[config.mk]
export PLATFORM = sky130hd
export DESIGN_NAME = dispatch_credit_arbiter
export DESIGN_NICKNAME = d
export VERILOG_FILES = /design/src/rtl/dispatch_credit_arbiter.sv
export SDC_FILE = /design/constraint.sdc
export NUM_CORES = 1
export LEC_CHECK = 0
export CORE_AREA = 2 2 52 54
export CTS_BUF_LIST = sky130_fd_sc_hd__clkbuf_4
export CTS_CLUSTER_DIAMETER = 80
export DETAILED_ROUTE_END_ITERATION = 10
export DIE_AREA = 0 0 54 56
export GPL_TIMING_DRIVEN = 0
export HOLD_SLACK_MARGIN = 0.06
export PLACE_DENSITY_LB_ADDON = 0.2
export SYNTH_ARGS = -nofsm -noshare
export SYNTH_HDL_FRONTEND = slang
export SYNTH_SLANG_ARGS = --single-unit
export TNS_END_PERCENT = 100
[constraint.sdc]
create_clock -name clk -period 6.43 [get_ports clk]
set_clock_uncertainty 0.15 [all_clocks]
set_input_delay 0.9645 -clock clk [delete_from_list [all_inputs] [get_ports clk]]
set_output_delay 0.9645 -clock clk [all_outputs]
set_load 0.01 [all_outputs]
[src/rtl/dispatch_credit_arbiter.sv]
// dispatch_credit_arbiter
//   Maps the in-order dispatch slots onto the integer issue queues. Each IQ
//   has one write port and a credit counter of free entries. Slots are granted
//   oldest-first to IQs that have credit, visiting the IQs round-robin. A
//   redirect kills all grants and enters FLUSH. FLUSH ends once every IQ
//   reports empty, and all credits are then refilled.
// Ports
//   clk, rst        clock, synchronous active-high reset
//   in_valid        per-slot op present (slot 0 oldest)
//   iq_release      entries freed by each IQ this cycle
//   iq_empty        IQ holds no valid entry
//   redirect        backend flush request
//   grant/grant_iq  slot accepted / target IQ (combinational)
//   stall           some valid slot not granted (combinational)
//   credit          registered free-entry count per IQ
//   busy            registered, high in FLUSH
//   overflow_err    sticky credit-overflow flag

// Per-IQ credit counter
module dispatch_credit_arbiter_iq #(
   parameter int IQ_DEPTH = 8,
   parameter int CW       = 4
) (
   input  logic          clk,
   input  logic          rst,
   input  logic          run,     // state is RUN; releases are ignored otherwise
   input  logic          reload,  // FLUSH -> RUN: IQs are empty again
   input  logic          alloc,
   input  logic [CW-1:0] rel,
   output logic [CW-1:0] credit,
   output logic          ovf
);
   logic [CW:0] sum;

   // One extra bit, so a release beyond the free space is seen rather than wrapped
   always_comb begin
      sum = {1'b0, credit} - {{CW{1'b0}}, alloc} + {1'b0, rel};
      ovf = run && (sum > (CW+1)'(IQ_DEPTH));
   end

   always_ff @(posedge clk) begin
      if (rst || reload) credit <= CW'(IQ_DEPTH);
      else if (run)      credit <= ovf ? CW'(IQ_DEPTH) : sum[CW-1:0];
   end
endmodule

module dispatch_credit_arbiter #(
   parameter  int IN_WIDTH = 4,
   parameter  int NUM_IQ   = 2,
   parameter  int IQ_DEPTH = 8,
   localparam int CW       = $clog2(IQ_DEPTH+1),
   localparam int IW       = (NUM_IQ > 1) ? $clog2(NUM_IQ) : 1
) (
   input  logic                           clk,
   input  logic                           rst,
   input  logic [IN_WIDTH-1:0]            in_valid,
   input  logic [NUM_IQ-1:0][CW-1:0]      iq_release,
   input  logic [NUM_IQ-1:0]              iq_empty,
   input  logic                           redirect,
   output logic [IN_WIDTH-1:0]            grant,
   output logic [IN_WIDTH-1:0][IW-1:0]    grant_iq,
   output logic                           stall,
   output logic [NUM_IQ-1:0][CW-1:0]      credit,
   output logic                           busy,
   output logic                           overflow_err
);
   typedef enum logic {RUN, FLUSH} state_t;

   state_t            state, state_nxt;
   logic [IW-1:0]     rr_ptr, rr_nxt;
   logic [NUM_IQ-1:0] alloc, ovf;
   logic              reload, run, kill;

   assign run  = (state == RUN);
   assign busy = (state == FLUSH);
   assign kill = (state == FLUSH) || redirect;

   always_ff @(posedge clk) begin
      if (rst) state <= RUN;
      else     state <= state_nxt;
   end

   always_comb begin
      state_nxt = state;
      reload    = 1'b0;
      case (state)
         RUN:   if (redirect) state_nxt = FLUSH;
         FLUSH: if (!redirect && (&iq_empty)) begin
            state_nxt = RUN;
            reload    = 1'b1;
         end
         default: state_nxt = RUN;
      endcase
   end

   // Walk the IQs once in rotation from rr_ptr. Each IQ with credit takes the
   // oldest slot still waiting. The first invalid slot (or running out of
   // slots) ends the walk, so grants are always a prefix of the slots.
   always_comb begin
      int   slot;
      int   idx;
      logic blocked;
      grant    = '0;
      grant_iq = '0;
      alloc    = '0;
      rr_nxt   = rr_ptr;
      slot     = 0;
      idx      = 0;
      blocked  = kill;
      for (int k = 0; k < NUM_IQ; k++) begin
         idx = int'(rr_ptr) + k;
         if (idx >= NUM_IQ) idx = idx - NUM_IQ;
         if (!blocked && (credit[idx] != '0)) begin
            if (slot >= IN_WIDTH)     blocked = 1'b1;
            else if (!in_valid[slot]) blocked = 1'b1;
            else begin
               grant[slot]    = 1'b1;
               grant_iq[slot] = IW'(idx);
               alloc[idx]     = 1'b1;
               rr_nxt         = (idx == NUM_IQ-1) ? '0 : IW'(idx + 1);
               slot           = slot + 1;
            end
         end
      end
   end

   assign stall = |(in_valid & ~grant);

   always_ff @(posedge clk) begin
      if (rst) begin
         rr_ptr       <= '0;
         overflow_err <= 1'b0;
      end else begin
         rr_ptr <= rr_nxt;
         if (|ovf) overflow_err <= 1'b1;
      end
   end

   for (genvar q = 0; q < NUM_IQ; q++) begin : g_iq
      dispatch_credit_arbiter_iq #(.IQ_DEPTH(IQ_DEPTH), .CW(CW)) u_iq (
         .clk    (clk),
         .rst    (rst),
         .run    (run),
         .reload (reload),
         .alloc  (alloc[q]),
         .rel    (iq_release[q]),
         .credit (credit[q]),
         .ovf    (ovf[q])
      );
   end
endmodule

==> out/summary.txt <==
Status - finished clean
Share of cells above drive strength 1 - 8.42%
Crit path launch type - input port
Post-synth EDFFs - 0
Setup WS pre-CTS - 1.93 ns
Critical Path Sink Type - flip-flop
FF-to-FF setup slack - 2.40 ns
Drt drc - 0
Most common cell in the netlist - inv_1
First-pass GRT wire length - 4.51 mm
Pleak - 0.778 nW
Hold_sp - overflow_err$_SDFFE_PP0P_
CP Cell Sequence - clkdlybuf4s50_1 > o211ai_1 > a21oi_1 > a21oi_1 > o22ai_1 > ha_1 > inv_1 > ha_1 > fa_1 > a211oi_1 > nor3_1 > a311oi_2 > o21ai_2 > a211o_1
Multi-input logic area - 836 um2
Netlist Area Pre-Place - 1240 um2
Grt total ovfl - 0
Synth top cells by count - inv_1, ha_1, nor2_1, a21oi_1, dfxtp_1
Root Buffer - clkbuf_4
Int Power - 0.344 mW
Unrepaired setup endpoints after global routing - no
Num CTS Buffers - 3
Drt via density - 5.17
Initial Util - 51.1%
Hold_buf cts - 0
Critical R2R Launch - g_iq[0].u_iq.credit[2]$_SDFFE_PP0N_
Initial antenna violation count - 0
Slowest CP cell - clkdlybuf4s50_1
CORE AREA - 2430 um2
DRT Pass-1 Iters - 4
Pwr dens - 389 nW/um2
Switching Share - 45.9%
Vias in the first global route - 1,124
Seq/Total Area, Yosys - 17.7%
Io pins - 36
Switching power - 0.291 mW
Final WS setup - 2.15 ns
Setup CP Type - input port to flip-flop
NumNets Final - 240
Prevailing post-synth register cell - dfxtp_1
Share of the synthesized area in the top cell type - 18.1%
VDD IR-drop max - 0.000312 V
Synthesized area per cell - 7.58 um2
Clk pwr share - 8.0%
Die area - 3020 um2
Post-CTS Setup Bufs - 0
Max Slew Vio Count - 0
Die H - 56 um
CTS max path bufs - 2
Mapped Cells - 164
# rows - 18
Worst hold path stage count - 2
Max incr delay on CP - 0.50 ns
Initial DRC Count - 14
Yosys reg bits - 11
Synth area leader - ha_1
Htree depth - 1
Final Hold Vio Count - 0
Antenna diodes - 0
# setup viols final - 0
Reg2Reg Capture Point - g_iq[1].u_iq.credit[3]$_SDFFE_PP1N_
Slew margin rel. - 45.4%
DP HPWL - 2.24 mm
Warnings, synthesis - 0
Register area - 220 um2
Crit path max fanout - 5
Combinational Power Share - 73.3%
Core Util, Final - 67.1%
WHS Endpoint - overflow_err$_SDFFE_PP0P_
Cts repair resizes - 0
Fin Setup TNS - 0 ns
Post-route antenna net violation count - 0
GP Congestion - 0.838
Max Cap Violations - 0
Syn-to-layout area delta - 31.3%
CTS tree - built
Die W - 54 um
Period utilisation layout - 66.6%
Largest net degree at the start of global routing - 11
CTS clk-pin slew, worst paths - 0.07 ns
R2R depth - 14
Port buffer count - 31
Top achievable clock speed - 234 MHz
Fin crit period - 4.28 ns
Synth area leaders - ha_1, dfxtp_1, inv_1
Via Count - 1,200
Average wire per standard cell - 11.6 um
Clk_lat worst skew - 0.26 ns
Asr flop ratio synth - 0%
Routed WL - 2.69 mm
Yosys cell types - 42
Slew of the pin with the lowest slew margin - 0.812 ns
Total Routing Usage GR - 19.6%
Crit path DAT - 4.29 ns
Sequential power share - 18.8%
# fillers - 240
HP Class - flip-flop to flip-flop
Worst Path Required - 6.44 ns
Clock Sinks - 11
## power by group through the flow
stage / registers [mW] / logic (mW) / clock network, mW
global route: 0.124 / 0.525 / 0.0554
CTS: 0.120 / 0.467 / 0.0518
floorplan: 0.125 / 0.331 / 0
global placement: 0.119 / 0.447 / 0
finish: 0.119 / 0.465 / 0.0506
detailed placement: 0.121 / 0.463 / 0
## stage by stage
stage	area (um2)	hold slack, ns	total power, mW	std cells
6_report	1630	0.339	0.635	232
5_1_grt	1630	0.384	0.705	232
3_3_place_gp	1600	0.324	0.566	228
2_1_floorplan	1250	0.344	0.457	167
4_1_cts	1630	0.343	0.638	232
3_5_place_dp	1600	0.333	0.584	228
## cells in the final DEF (no fill, tap or decap), types with 6 or more instances in the layout
cell type        instances
nor2_1                  17
nor3_1                   7
ha_1                    18
dfxtp_1                 11
a21oi_1                 13
inv_1                   35
nand2_1                  6
clkdlybuf4s50_1         31
## registers in the layout, summed over array words and instances (netlist names)
signal and flops:
g_iq.u_iq.credit 8, busy 1, overflow_err 1, rr_ptr 1
## worst max path at each step
stage | start | endpoint | depth (start not counted)
floorplan | in_valid[1] | g_iq[1].u_iq.credit[3]$_SDFFE_PP1N_ | 13
global placement | redirect | g_iq[1].u_iq.credit[3]$_SDFFE_PP1N_ | 15
detailed placement | in_valid[1] | g_iq[1].u_iq.credit[3]$_SDFFE_PP1N_ | 14
CTS | in_valid[1] | g_iq[1].u_iq.credit[3]$_SDFFE_PP1N_ | 14
global route | in_valid[1] | g_iq[1].u_iq.credit[3]$_SDFFE_PP1N_ | 14
finish | in_valid[1] | g_iq[1].u_iq.credit[3]$_SDFFE_PP1N_ | 14
## cell type report
cell class / count / area share, %
multi-input combinational: 113 / 51.2
clock buffer: 4 / 1.84
sequential: 11 / 13.5
tap: 30 / 2.30
inverter: 35 / 8.05
buffer: 8 / 4.14
timing repair buffer: 31 / 19.0
## per-layer routing
layer	GRT usage (%)	part of all wire (%)	up-vias
li1	-	-	630
met1	22.8	45	541
met2	33.8	49	27
met3	3.49	4.9	2
met4	8.21	0.71	0
met5	0	0	-
## critical path: cells and delay by family
family / cells / cell delay, ns
compound gates: 8 / 1.68
fa+ha+maj: 3 / 0.99
buf+inv: 2 / 0.54
simple gates: 1 / 0.11
## logic make-up (layout without fill, tap and decap cells)
| family | after synthesis | after routing | synth area share, % |
|---|---|---|---|
| buffers and inverters | 43 | 78 | 16.0 |
| adder cells (fa/ha/maj) | 20 | 20 | 21.3 |
| flip-flops | 11 | 11 | 17.7 |
| XOR/XNOR | 4 | 4 | 2.82 |
| other | 1 | 4 | 0.302 |
| AO/OA/AOI/OAI | 39 | 39 | 22.6 |
| multiplexers | 4 | 4 | 3.22 |
| AND/OR/NAND/NOR | 42 | 42 | 16.0 |
Note: power is estimated with default switching activity, not from simulation.
